==> src/rtl/shift_left_iterative_pkg.sv <==
// Shared definitions for the iterative left shifter.
// Holds the FSM state encoding and the default data/count widths used by the
// interface and the top module.
package shift_left_iterative_pkg;

    localparam int unsigned DefaultWidth = 16;
    localparam int unsigned DefaultCntW  = 4;

    typedef enum logic [1:0] {
        StIdle  = 2'b00,
        StShift = 2'b01,
        StDone  = 2'b10
    } state_e;

endpackage

==> src/rtl/shift_left_iterative_if.sv <==
// Request/response bundle for the iterative left shifter.
// master: start, In (operand), Cnt (shift amount), Mode (0=shift, 1=rotate)
//         driven towards the shifter; ready, Out, valid received back.
// slave : the shifter side of the same signals.
interface shift_left_iterative_if
    import shift_left_iterative_pkg::*;
#(
    parameter int unsigned WIDTH = DefaultWidth,
    parameter int unsigned CNT_W = DefaultCntW
) ();

    logic             start;
    logic [WIDTH-1:0] In;
    logic [CNT_W-1:0] Cnt;
    logic             Mode;
    logic             ready;
    logic [WIDTH-1:0] Out;
    logic             valid;

    modport master (
        output start, In, Cnt, Mode,
        input  ready, Out, valid
    );

    modport slave (
        input  start, In, Cnt, Mode,
        output ready, Out, valid
    );

endinterface

==> src/rtl/shift_left_stage1.sv <==
// One-bit left-shift stage: a WIDTH-wide row of 2:1 muxes.
// Ports: din (data in), fill (bit entering at the LSB), shift_en (select
// shifted data), dout (result).
module shift_left_stage1 #(
    parameter int unsigned WIDTH = 16
) (
    input  logic [WIDTH-1:0] din,
    input  logic             fill,
    input  logic             shift_en,
    output logic [WIDTH-1:0] dout
);

    always_comb begin
        dout = din;
        if (shift_en) begin
            dout = {din[WIDTH-2:0], fill};
        end
    end

endmodule

==> src/rtl/shift_left_iterative.sv <==
// Iterative left shifter / rotator, one bit per clock.
// Ports: clk, rst_n (async active-low), bus (slave modport: start/In/Cnt/Mode
// request, ready/Out/valid response).
// A request is captured in IDLE, shifted Cnt times in SHIFT, and the result is
// published from DONE: Out loads on entry to DONE, valid pulses for one cycle
// on the edge leaving DONE.
// Build option: define SHL_ROTATE_EN to make Mode=1 select rotate-left;
// otherwise Mode is ignored and every operation is a logical shift.
module shift_left_iterative
    import shift_left_iterative_pkg::*;
#(
    parameter int unsigned WIDTH = DefaultWidth,
    parameter int unsigned CNT_W = DefaultCntW
) (
    input logic                  clk,
    input logic                  rst_n,
    shift_left_iterative_if.slave bus
);

`ifdef SHL_ROTATE_EN
    localparam bit RotateEn = 1'b1;
`else
    localparam bit RotateEn = 1'b0;
`endif

    state_e           state_q, state_d;
    logic [WIDTH-1:0] work_q, work_d;
    logic [CNT_W-1:0] cnt_q, cnt_d;
    logic             mode_q, mode_d;
    logic [WIDTH-1:0] out_q, out_d;
    logic             valid_q, valid_d;

    logic             shift_en;
    logic             fill;
    logic [WIDTH-1:0] stage_out;

    // With rotation compiled out the fill bit folds to a constant zero.
    assign fill = RotateEn & mode_q & work_q[WIDTH-1];

    shift_left_stage1 #(
        .WIDTH(WIDTH)
    ) u_stage (
        .din     (work_q),
        .fill    (fill),
        .shift_en(shift_en),
        .dout    (stage_out)
    );

    always_comb begin
        state_d  = state_q;
        work_d   = work_q;
        cnt_d    = cnt_q;
        mode_d   = mode_q;
        out_d    = out_q;
        valid_d  = 1'b0;
        shift_en = 1'b0;
        unique case (state_q)
            StIdle: begin
                if (bus.start) begin
                    work_d = bus.In;
                    cnt_d  = bus.Cnt;
                    mode_d = bus.Mode;
                    if (bus.Cnt != '0) begin
                        state_d = StShift;
                    end else begin
                        state_d = StDone;
                        out_d   = bus.In;
                    end
                end
            end
            StShift: begin
                shift_en = 1'b1;
                work_d   = stage_out;
                cnt_d    = cnt_q - CNT_W'(1);
                if (cnt_q == CNT_W'(1)) begin
                    state_d = StDone;
                    out_d   = stage_out;
                end
            end
            StDone: begin
                valid_d = 1'b1;
                state_d = StIdle;
            end
            default: state_d = StIdle;
        endcase
    end

    always_ff @(posedge clk or negedge rst_n) begin
        if (!rst_n) begin
            state_q <= StIdle;
            work_q  <= '0;
            cnt_q   <= '0;
            mode_q  <= 1'b0;
            out_q   <= '0;
            valid_q <= 1'b0;
        end else begin
            state_q <= state_d;
            work_q  <= work_d;
            cnt_q   <= cnt_d;
            mode_q  <= mode_d;
            out_q   <= out_d;
            valid_q <= valid_d;
        end
    end

    assign bus.ready = (state_q == StIdle);
    assign bus.Out   = out_q;
    assign bus.valid = valid_q;

endmodule

==> src/flat_wrapper.sv <==
// flat-port wrapper written by rule: the top's interface ports become plain ports
module shift_left_iterative_flat import shift_left_iterative_pkg::*;
#(
    parameter int unsigned WIDTH = DefaultWidth,
    parameter int unsigned CNT_W = DefaultCntW
)
  (clk, rst_n, bus_start, bus_In, bus_Cnt, bus_Mode, bus_ready, bus_Out, bus_valid);
  shift_left_iterative_if #(.WIDTH(WIDTH), .CNT_W(CNT_W)) bus_i ();
  input logic clk;
  input logic rst_n;
  input wire logic [$bits(bus_i.start)-1:0] bus_start;
  input wire logic [$bits(bus_i.In)-1:0] bus_In;
  input wire logic [$bits(bus_i.Cnt)-1:0] bus_Cnt;
  input wire logic [$bits(bus_i.Mode)-1:0] bus_Mode;
  output wire logic [$bits(bus_i.ready)-1:0] bus_ready;
  output wire logic [$bits(bus_i.Out)-1:0] bus_Out;
  output wire logic [$bits(bus_i.valid)-1:0] bus_valid;
  assign bus_i.start = bus_start;
  assign bus_i.In = bus_In;
  assign bus_i.Cnt = bus_Cnt;
  assign bus_i.Mode = bus_Mode;
  assign bus_ready = bus_i.ready;
  assign bus_Out = bus_i.Out;
  assign bus_valid = bus_i.valid;
  shift_left_iterative #(.WIDTH(WIDTH), .CNT_W(CNT_W)) u_core (.clk(clk), .rst_n(rst_n), .bus(bus_i));
endmodule
==> config.mk <==
export PLATFORM = sky130hd
export DESIGN_NAME = shift_left_iterative_flat
export DESIGN_NICKNAME = d
export VERILOG_FILES = /design/src/rtl/shift_left_iterative_pkg.sv /design/src/rtl/shift_left_iterative_if.sv /design/src/rtl/shift_left_stage1.sv /design/src/rtl/shift_left_iterative.sv /design/src/flat_wrapper.sv
export SDC_FILE = /design/constraint.sdc
export NUM_CORES = 1
export LEC_CHECK = 0
export BUFFER_PORTS_ARGS = -buffer_cell sky130_fd_sc_hd__buf_2
export CAP_MARGIN = 20
export CORE_AREA = 2 2 88 90
export CTS_BUF_LIST = sky130_fd_sc_hd__clkbuf_4 sky130_fd_sc_hd__clkbuf_8 sky130_fd_sc_hd__clkbuf_16
export DETAILED_ROUTE_END_ITERATION = 8
export DIE_AREA = 0 0 90 92
export PLACE_DENSITY = 0.51
export SLEW_MARGIN = 20
export SYNTH_ARGS = -nofsm -noshare
export SYNTH_HDL_FRONTEND = slang
export SYNTH_SLANG_ARGS = --single-unit
==> constraint.sdc <==
create_clock -name clk -period 2.4 [get_ports clk]
set_input_delay 0.24 -clock clk [delete_from_list [all_inputs] [get_ports clk]]
set_output_delay 0.24 -clock clk [all_outputs]
set_load 0.05 [all_outputs]
==> impl_metrics.csv, run 1 <==
group,metric,value,unit
status,outcome,"finished, final reports clean",
power,powerDensity,1507,nW/um^2
timing,hold_viol,0,
worst_hold_path,hp-class,"input port to asynchronous set/reset pin",
timing,slew-limit-headroom,41.95,%
power,p_switching,1404,uW
die,die_width,90,um
timing,finalSetupViolCount,0,
die,die_area,8280,um^2
synth,synth_fa_ha_area_share,1.408,%
layout,insertedDiodeCount,0,
clocking,clk_latency,0.28,ns
power,ir_worst_vdd,0.5501,mV
layout,syn_to_final_growth,22.82,%
layout,fillers,818,
timing,fmax,523.3,MHz
synth,synth_compound_area_share,6.972,%
timing,fin_skew,0.003345,ns
synth,ys_seq_elements,38,
routing,drcViolationCount,0,
grt,antenna_found_initial,0,
grt,grt_pass1_wl,5.982,mm
clocking,postCtsHoldBufs,0,
worst_setup_path,critPathMaxFanout,17,
layout,layoutNonFillerInstCount,276,
worst_setup_path,start_kind,"flop",
clocking,cts_made_buffers,5,
placement,dp_hpwl,2.427,mm
routing,antenna_left,0,
grt,grt_max_degree,39,
worst_setup_path,r2r_start,"u_core.cnt_q[1]",
timing,period_share,79.63,%
worst_setup_path,critPathArrivalTime,2.08,ns
power,p_leak,0.0009808,uW
synth,yosysWarnings,0,
die,die_h,92,um
placement,place_ws,0.4883,ns
grt,overflow,0,
power,share_comb_of_total_power,51.6,%
clocking,cts_buffer_depth,2,
worst_setup_path,rrSetupSlack,0.49,ns
clocking,cts_setup_buffers,0,
synth,synth_area_leaders,"dfrtp_1, mux2_2, mux2_4",
grt,grt_pass1_vias,1211,
clocking,clk_pin_slew,0.07,ns
routing,wl_per_cell,12.91,um
synth,synth_top_cell_by_area,"dfrtp_1",
die,core_area,7447,um^2
timing,fin_ws,0.4890,ns
die,initial_utilization,23.86,%
synth,ys_types,28,
synth,syn_area_per_cell,13.67,um^2
synth,yosysTopAreaCellShare,53.52,%
clocking,clock-root-buffer,"clkbuf_8",
timing,fin_hold_ws,0.06630,ns
placement,io_buffer_count,40,
die,rows,32,
synth,synth-seq-area-share,53.52,%
synth,synth-xor-area-share,0,%
worst_setup_path,crit_chain,"inv_1, ha_1, or3b_2, o32ai_4, buf_12, mux2_2",
synth,synthMuxAreaShare,28.17,%
routing,vias_per_cell,3.996,
timing,drv_slew,0,
worst_setup_path,ff2ff_path_depth,6,
synth,syn_area,1777,um^2
placement,globalplace.congestion,0.7723,
worst_setup_path,end_kind,"flop",
synth,synthesis.nets,156,
layout,fin_nets,200,
power,internal-power,1883,uW
routing,drtIter0Drc,12,
synth,synth_top_family_by_area,"multiplexers",
layout,final_util,29.30,%
timing,finalSetupTns,0,ns
worst_setup_path,critical_path.max_stage_delay,0.49,ns
clocking,htree_num_levels,2,
timing,worst_pin_slew,0.8708,ns
worst_setup_path,worstSetupEndpoint,"u_core.bus.Out[15]",
layout,mostFrequentLayoutCell,"buf_2",
layout,final_cell_mix,"buf_2, dfrtp_1, mux2_2",
routing,dr_total_vias,1103,
worst_setup_path,crit_start,"u_core.cnt_q[1]",
layout,drive_gt1_share,52.87,%
worst_setup_path,crit_slowest_cell,"or3b_2",
job,cap_violations,0,
worst_setup_path,reg2reg_to,"u_core.bus.Out[15]",
routing,wl,3.563,mm
worst_setup_path,critPathRequiredTime,2.57,ns
power,clkPwrFrac,13.2,%
clocking,cts_tree,"built",
clocking,clkSinkCount,38,
worst_setup_path,critPathKind,"flop to flop",
power,swShare,42.72,%
grt,grtUsageTotal,9.141,%
routing,first_pass_iters,4,
timing,min_period,1.911,ns
die,boundaryPins,42,
clocking,cts_resized,0,
timing,rsz0062_at_grt,"false",
synth,synth-simple-area-share,6.127,%
placement,place_inst,269,
synth,syn_inst,130,
power,seqPwrFrac,35.2,%
-- cell families (layout without fill, tap and decap cells) --
kind of cell    after synthesis  in the layout
mux                          43             43
buf+inv                      13             57
flops                        38             38
compound gates               15             15
simple gates                 19             19
fa+ha+maj                     2              2
-- cells in the mapped netlist (all sizes together) --
cell type	count
or3b	1
mux2i	5
nand3	1
o21a	1
a211oi	1
o32ai	1
inv	7
nand2	6
buf	3
a311oi	1
nand2b	2
nor2	1
nor3	2
o21ai	4
o22a	2
or2b	1
o21bai	1
nor3b	2
or4	1
ha	2
clkbuf	3
nor2b	2
a2bb2oi	1
a21oi	3
dfrtp	38
mux2	38
-- power groups by stage --
stage / clock network (uW) / logic, uW / registers, uW
floorplan: 0 / 909 / 1600
global route: 481 / 1840 / 1210
detailed placement: 0 / 1720 / 1170
finish: 435 / 1700 / 1160
global placement: 0 / 1710 / 1170
CTS: 460 / 1730 / 1160
-- worst min-delay path by stage --
stage / start / to / slack (ns) / cells past startpoint
after floorplan: rst_n / u_core.bus.Out[0] / -0.06 / 0
after global placement: rst_n / u_core.state_q[0] / 0.42 / 1
final: rst_n / u_core.state_q[0] / 0.07 / 1
after detailed placement: rst_n / u_core.state_q[0] / 0.43 / 1
after CTS: rst_n / u_core.state_q[0] / 0.11 / 1
after global routing: rst_n / u_core.state_q[0] / 0.16 / 1
-- per-layer routing --
layer	vias up	track usage, %	routed length, um
met5	-	0	0
met4	0	2.692	34
met3	5	3.369	233
met2	28	14.66	1597
met1	527	11.56	1697
li1	543	-	-
-- area by class of cell --
| type | instances | area, um^2 | area share [%] |
|---|---|---|---|
| sequential | 38 | 950.9 | 43.58 |
| multi-input combinational | 79 | 758.2 | 34.75 |
| timing repair buffer | 43 | 235.2 | 10.78 |
| tap | 102 | 127.6 | 5.849 |
| clock buffer | 7 | 83.83 | 3.842 |
| inverter | 7 | 26.28 | 1.204 |
-- critical path: cells and delay by family, from the launching register on --
kind / cells / cell delay [ns]
adders and majority gates: 1 / 0.13
AOI/OAI and AO/OA: 1 / 0.14
and+or+nand+nor: 1 / 0.49
DFF: 1 / 0.39
buffers and inverters: 2 / 0.30
muxes: 1 / 0.35
-- registers in the layout (all words and copies together) (netlist names) --
register          cells
u_core.bus.valid      1
u_core.state_q        2
u_core.bus.Out       16
u_core.work_q        15
u_core.cnt_q          4
-- stage by stage --
| step | power [uW] | area, um^2 |
|---|---|---|
| 3_5_place_dp | 2896 | 2098 |
| 5_1_grt | 3524 | 2182 |
| 6_report | 3288 | 2182 |
| 4_1_cts | 3350 | 2182 |
| 2_1_floorplan | 2508 | 1777 |
| 3_3_place_gp | 2882 | 2098 |
No activity file was read; power rests on OpenSTA's default activity.
==> run 2, diff against run 1 <==
- clock period: 2.4 -> 1.9 ns (I/O delays scaled with it)
==> impl_metrics.csv, run 2 (synthesis gave the netlist of run 1 again) <==
group,metric,value,unit
timing,fin_skew,0.008825,ns
clocking,clock-root-buffer,"clkbuf_8",
worst_hold_path,hp-class,"input port to flop",
placement,globalplace.congestion,0.7214,
power,p_leak,0.001037,uW
worst_setup_path,critPathMaxFanout,7,
routing,first_pass_iters,4,
worst_setup_path,critPathArrivalTime,1.99,ns
timing,slew-limit-headroom,68.76,%
worst_setup_path,critPathRequiredTime,2.06,ns
clocking,cts_buffer_depth,2,
timing,period_share,95.99,%
layout,fillers,794,
worst_setup_path,reg2reg_to,"u_core.bus.Out[3]",
power,powerDensity,1870,nW/um^2
timing,drv_slew,0,
die,rows,32,
routing,wl_per_cell,13.13,um
die,die_area,8280,um^2
timing,worst_pin_slew,0.4686,ns
layout,mostFrequentLayoutCell,"buf_2",
routing,antenna_left,0,
timing,fin_ws,0.07612,ns
layout,insertedDiodeCount,0,
grt,grt_pass1_vias,1204,
layout,layoutNonFillerInstCount,286,
routing,drcViolationCount,0,
grt,grt_pass1_wl,6.175,mm
worst_setup_path,critPathKind,"flop to flop",
timing,fmax,548.3,MHz
die,boundaryPins,42,
clocking,cts_made_buffers,5,
timing,hold_viol,0,
routing,drtIter0Drc,37,
layout,fin_nets,210,
clocking,clk_pin_slew,0.08,ns
clocking,clk_latency,0.28,ns
status,outcome,"finished, final reports clean",
grt,grtUsageTotal,9.616,%
clocking,htree_num_levels,2,
grt,antenna_found_initial,0,
job,cap_violations,0,
worst_setup_path,r2r_start,"u_core.cnt_q[1]",
placement,io_buffer_count,40,
placement,place_inst,277,
timing,min_period,1.824,ns
timing,finalSetupViolCount,0,
routing,wl,3.756,mm
die,core_area,7447,um^2
power,ir_worst_vdd,0.6887,mV
timing,rsz0062_at_grt,"false",
timing,fin_hold_ws,0.1709,ns
placement,dpl_cell_area,2183,um^2
worst_setup_path,crit_start,"u_core.cnt_q[1]",
worst_setup_path,start_kind,"flop",
routing,vias_per_cell,4.059,
layout,final_cell_mix,"buf_2, dfrtp_1, mux2_2",
layout,syn_to_final_growth,28.73,%
layout,largest_reg_flops,16,
die,initial_utilization,23.86,%
timing,finalSetupTns,0,ns
clocking,cts_tree,"built",
die,die_h,92,um
worst_setup_path,end_kind,"flop",
worst_setup_path,ff2ff_path_depth,6,
routing,dr_total_vias,1161,
layout,drive_gt1_share,54.89,%
clocking,clkSinkCount,38,
die,die_width,90,um
grt,overflow,0,
placement,dp_hpwl,2.760,mm
layout,final_area,2287,um^2
worst_setup_path,rrSetupSlack,0.08,ns
placement,place_ws,0.009732,ns
grt,grt_max_degree,22,
worst_setup_path,worstSetupEndpoint,"u_core.bus.Out[3]",
[run 2: through the flow]
stage          total power (uW)  util, %
3_3_place_gp               3753    29.32
5_1_grt                    4599    30.71
2_1_floorplan              3168        -
6_report                   4277    30.71
3_5_place_dp               3775    29.32
4_1_cts                    4362    30.71
[run 2: repair_timing]
item	in CTS	in global routing
hold endpoints to repair	17	0
gates resized for setup	1	0
buffers inserted	1	0
setup endpoints to repair	9	0
hold buffers	1	0
[run 2: where the power goes]
part | switching (uW) | internal (uW)
clock network | 260 | 281
logic | 1330 | 981
registers | 215 | 1210
[run 2: cell type report]
type	count	area [um^2]	area share [%]
sequential	38	950.9	41.58
multi-input combinational	79	760.7	33.26
timing repair buffer	53	337.8	14.77
tap	102	127.6	5.580
clock buffer	7	83.83	3.665
inverter	7	26.28	1.149
[run 2: per-layer routing]
metal,track usage (%),routed length (um)
met5,0,0
met1,12.91,1778
met3,3.040,246
met2,14.60,1700
met4,3.462,31
[run 2: worst min-delay path by stage]
stage / from / to / slack (ns) / cells past startpoint
floorplan: rst_n / u_core.bus.Out[0] / -0.11 / 0
global placement: rst_n / u_core.cnt_q[2] / 0.18 / 1
detailed placement: rst_n / u_core.cnt_q[2] / 0.18 / 1
CTS: bus_In[0] / u_core.bus.Out[0] / 0.16 / 3
global route: bus_In[0] / u_core.bus.Out[0] / 0.19 / 3
finish: bus_In[0] / u_core.bus.Out[0] / 0.17 / 3
[run 2: critical path: stages (launching register included)]
cell and delay [ns]:
dfrtp_1 0.38, inv_1 0.08, ha_1 0.13, or3b_4 0.39, o32ai_4 0.21, buf_12 0.17, mux2_2 0.33
==> run 3, diff against run 2 <==
- CORE_AREA: 2 2 88 90 -> 2 2 98 81
- DIE_AREA: 0 0 90 92 -> 0 0 100 83
- REMOVE_ABC_BUFFERS: unset -> 1
==> impl_metrics.csv, run 3 (synthesis gave the netlist of run 1 again) <==
group,metric,value,unit
timing,period_share,99.39,%
timing,fmax,529.6,MHz
layout,drive_gt1_share,57.22,%
placement,globalplace.congestion,0.7588,
layout,final_cell_mix,"buf_2, dfrtp_1, mux2_2",
routing,vias_per_cell,4.339,
timing,finalSetupViolCount,0,
grt,grtUsageTotal,9.676,%
layout,fillers,762,
clocking,cts_made_buffers,5,
clocking,clkSinkCount,38,
timing,fin_ws,0.01162,ns
clocking,cts_tree,"built",
power,ir_worst_vdd,0.6880,mV
worst_setup_path,crit_buf_inv,2,
status,outcome,"finished, final reports clean",
placement,dp_hpwl,2.620,mm
layout,layoutNonFillerInstCount,277,
worst_setup_path,critical_path.max_stage_delay,0.39,ns
die,die_h,83,um
placement,io_buffer_count,40,
die,boundaryPins,42,
clocking,cts_buffer_depth,2,
die,die_area,8300,um^2
routing,drcViolationCount,0,
clocking,clock-root-buffer,"clkbuf_8",
power,p_leak,0.001062,uW
clocking,clk_pin_slew,0.08,ns
routing,wl_per_cell,13.88,um
routing,first_pass_iters,4,
worst_setup_path,cp_top_family,"flip-flops",
worst_hold_path,hp-class,"input port to flop",
layout,largest_reg_flops,16,
routing,antenna_left,0,
timing,slew-limit-headroom,66.10,%
power,power.total,4417,uW
placement,place_inst,265,
clocking,clk_latency,0.28,ns
placement,place_ws,0.02931,ns
layout,fin_nets,212,
worst_setup_path,critPathArrivalTime,2.06,ns
routing,drtIter0Drc,30,
clocking,htree_num_levels,2,
worst_setup_path,critPathKind,"flop to flop",
timing,drv_slew,0,
timing,fin_skew,0.007641,ns
die,core_area,7287,um^2
layout,multi_input_area,779.5,um^2
power,powerDensity,1899,nW/um^2
timing,min_period,1.888,ns
worst_setup_path,start_kind,"flop",
die,initial_utilization,24.38,%
timing,rsz0062_at_grt,"true",
grt,antenna_found_initial,0,
grt,grt_pass1_vias,1198,
routing,dr_total_vias,1202,
layout,regArea,950.9,um^2
grt,overflow,0,
grt,grt_pass1_wl,6.306,mm
worst_setup_path,crit_slowest_cell,"dfrtp_1",
worst_setup_path,critPathMaxFanout,5,
job,cap_violations,0,
layout,insertedDiodeCount,0,
die,die_width,100,um
worst_setup_path,crit_chain,"inv_2, ha_4, or3b_4, o32ai_4, clkbuf_16, mux2_4",
die,rows,28,
timing,hold_viol,0,
grt,grt_max_degree,39,
worst_setup_path,critPathRequiredTime,2.07,ns
layout,mostFrequentLayoutCell,"buf_2",
layout,syn_to_final_growth,30.92,%
routing,wl,3.844,mm
worst_setup_path,end_kind,"flop",
timing,worst_pin_slew,0.5085,ns
run 3: repair_timing:
action	4_1_cts	5_1_grt
setup buffers	0	2
gates cloned	0	1
gates resized for setup	0	6
hold buffers	1	0
pin swaps	0	1
setup endpoints to repair	1	16
hold endpoints to repair	38	0
run 3: final timing paths:
check | slack (ns) | from | endpoint | cells past startpoint
worst min-delay path | 0.18 | bus_In[0] | u_core.bus.Out[0] | 3
worst min register to register | 0.49 | u_core.state_q[0] | u_core.bus.valid | 1
worst max-delay path | 0.01 | u_core.cnt_q[1] | u_core.bus.Out[5] | 6
min in group asynchronous | 0.49 | rst_n | u_core.cnt_q[2] | 3
max in group asynchronous | 1.05 | rst_n | u_core.work_q[3] | 3
worst max register to register | 0.01 | u_core.cnt_q[1] | u_core.bus.Out[5] | 6
run 3: area by class of cell:
class	count	share of cell area, %
Multi-Input combinational cell	79	33.51
Clock inverter	1	0.2152
Tap cell	90	4.841
Timing Repair Buffer	55	15.55
Sequential cell	38	40.88
Clock buffer	7	3.873
Inverter	7	1.130
run 3: metrics by stage:
stage	setup TNS, ns	hold WS [ns]	utilization (%)	area [um^2]
global route	-0.4193	0.1907	31.92	2326
CTS	-0.0003888	0.1741	31.06	2263
detailed placement	0	0.2908	29.62	2158
global placement	0	0.2869	29.62	2158
finish	0	0.1818	31.92	2326
floorplan	-5.867	-0.1056	-	1735
run 3: metal layers:
metal  up-vias  part of all wire [%]  track usage (%)
li1        571                     -                -
met1       597                    50            13.62
met2        29                    45            14.56
met3         5                   4.1            2.441
met4         0                   1.2            2.989
met5         -                     0                0
run 3: power breakdown:
group,internal (uW),switching (uW),total (uW)
logic,1040,1340,2380
clock network,307,287,594
registers,1210,227,1440
run 3: worst min-delay path: cells and delay by family:
family                 cells  cell delay (ns)
multiplexers               1             0.07
buffers and inverters      1             0.10
AND/OR/NAND/NOR            1             0.07
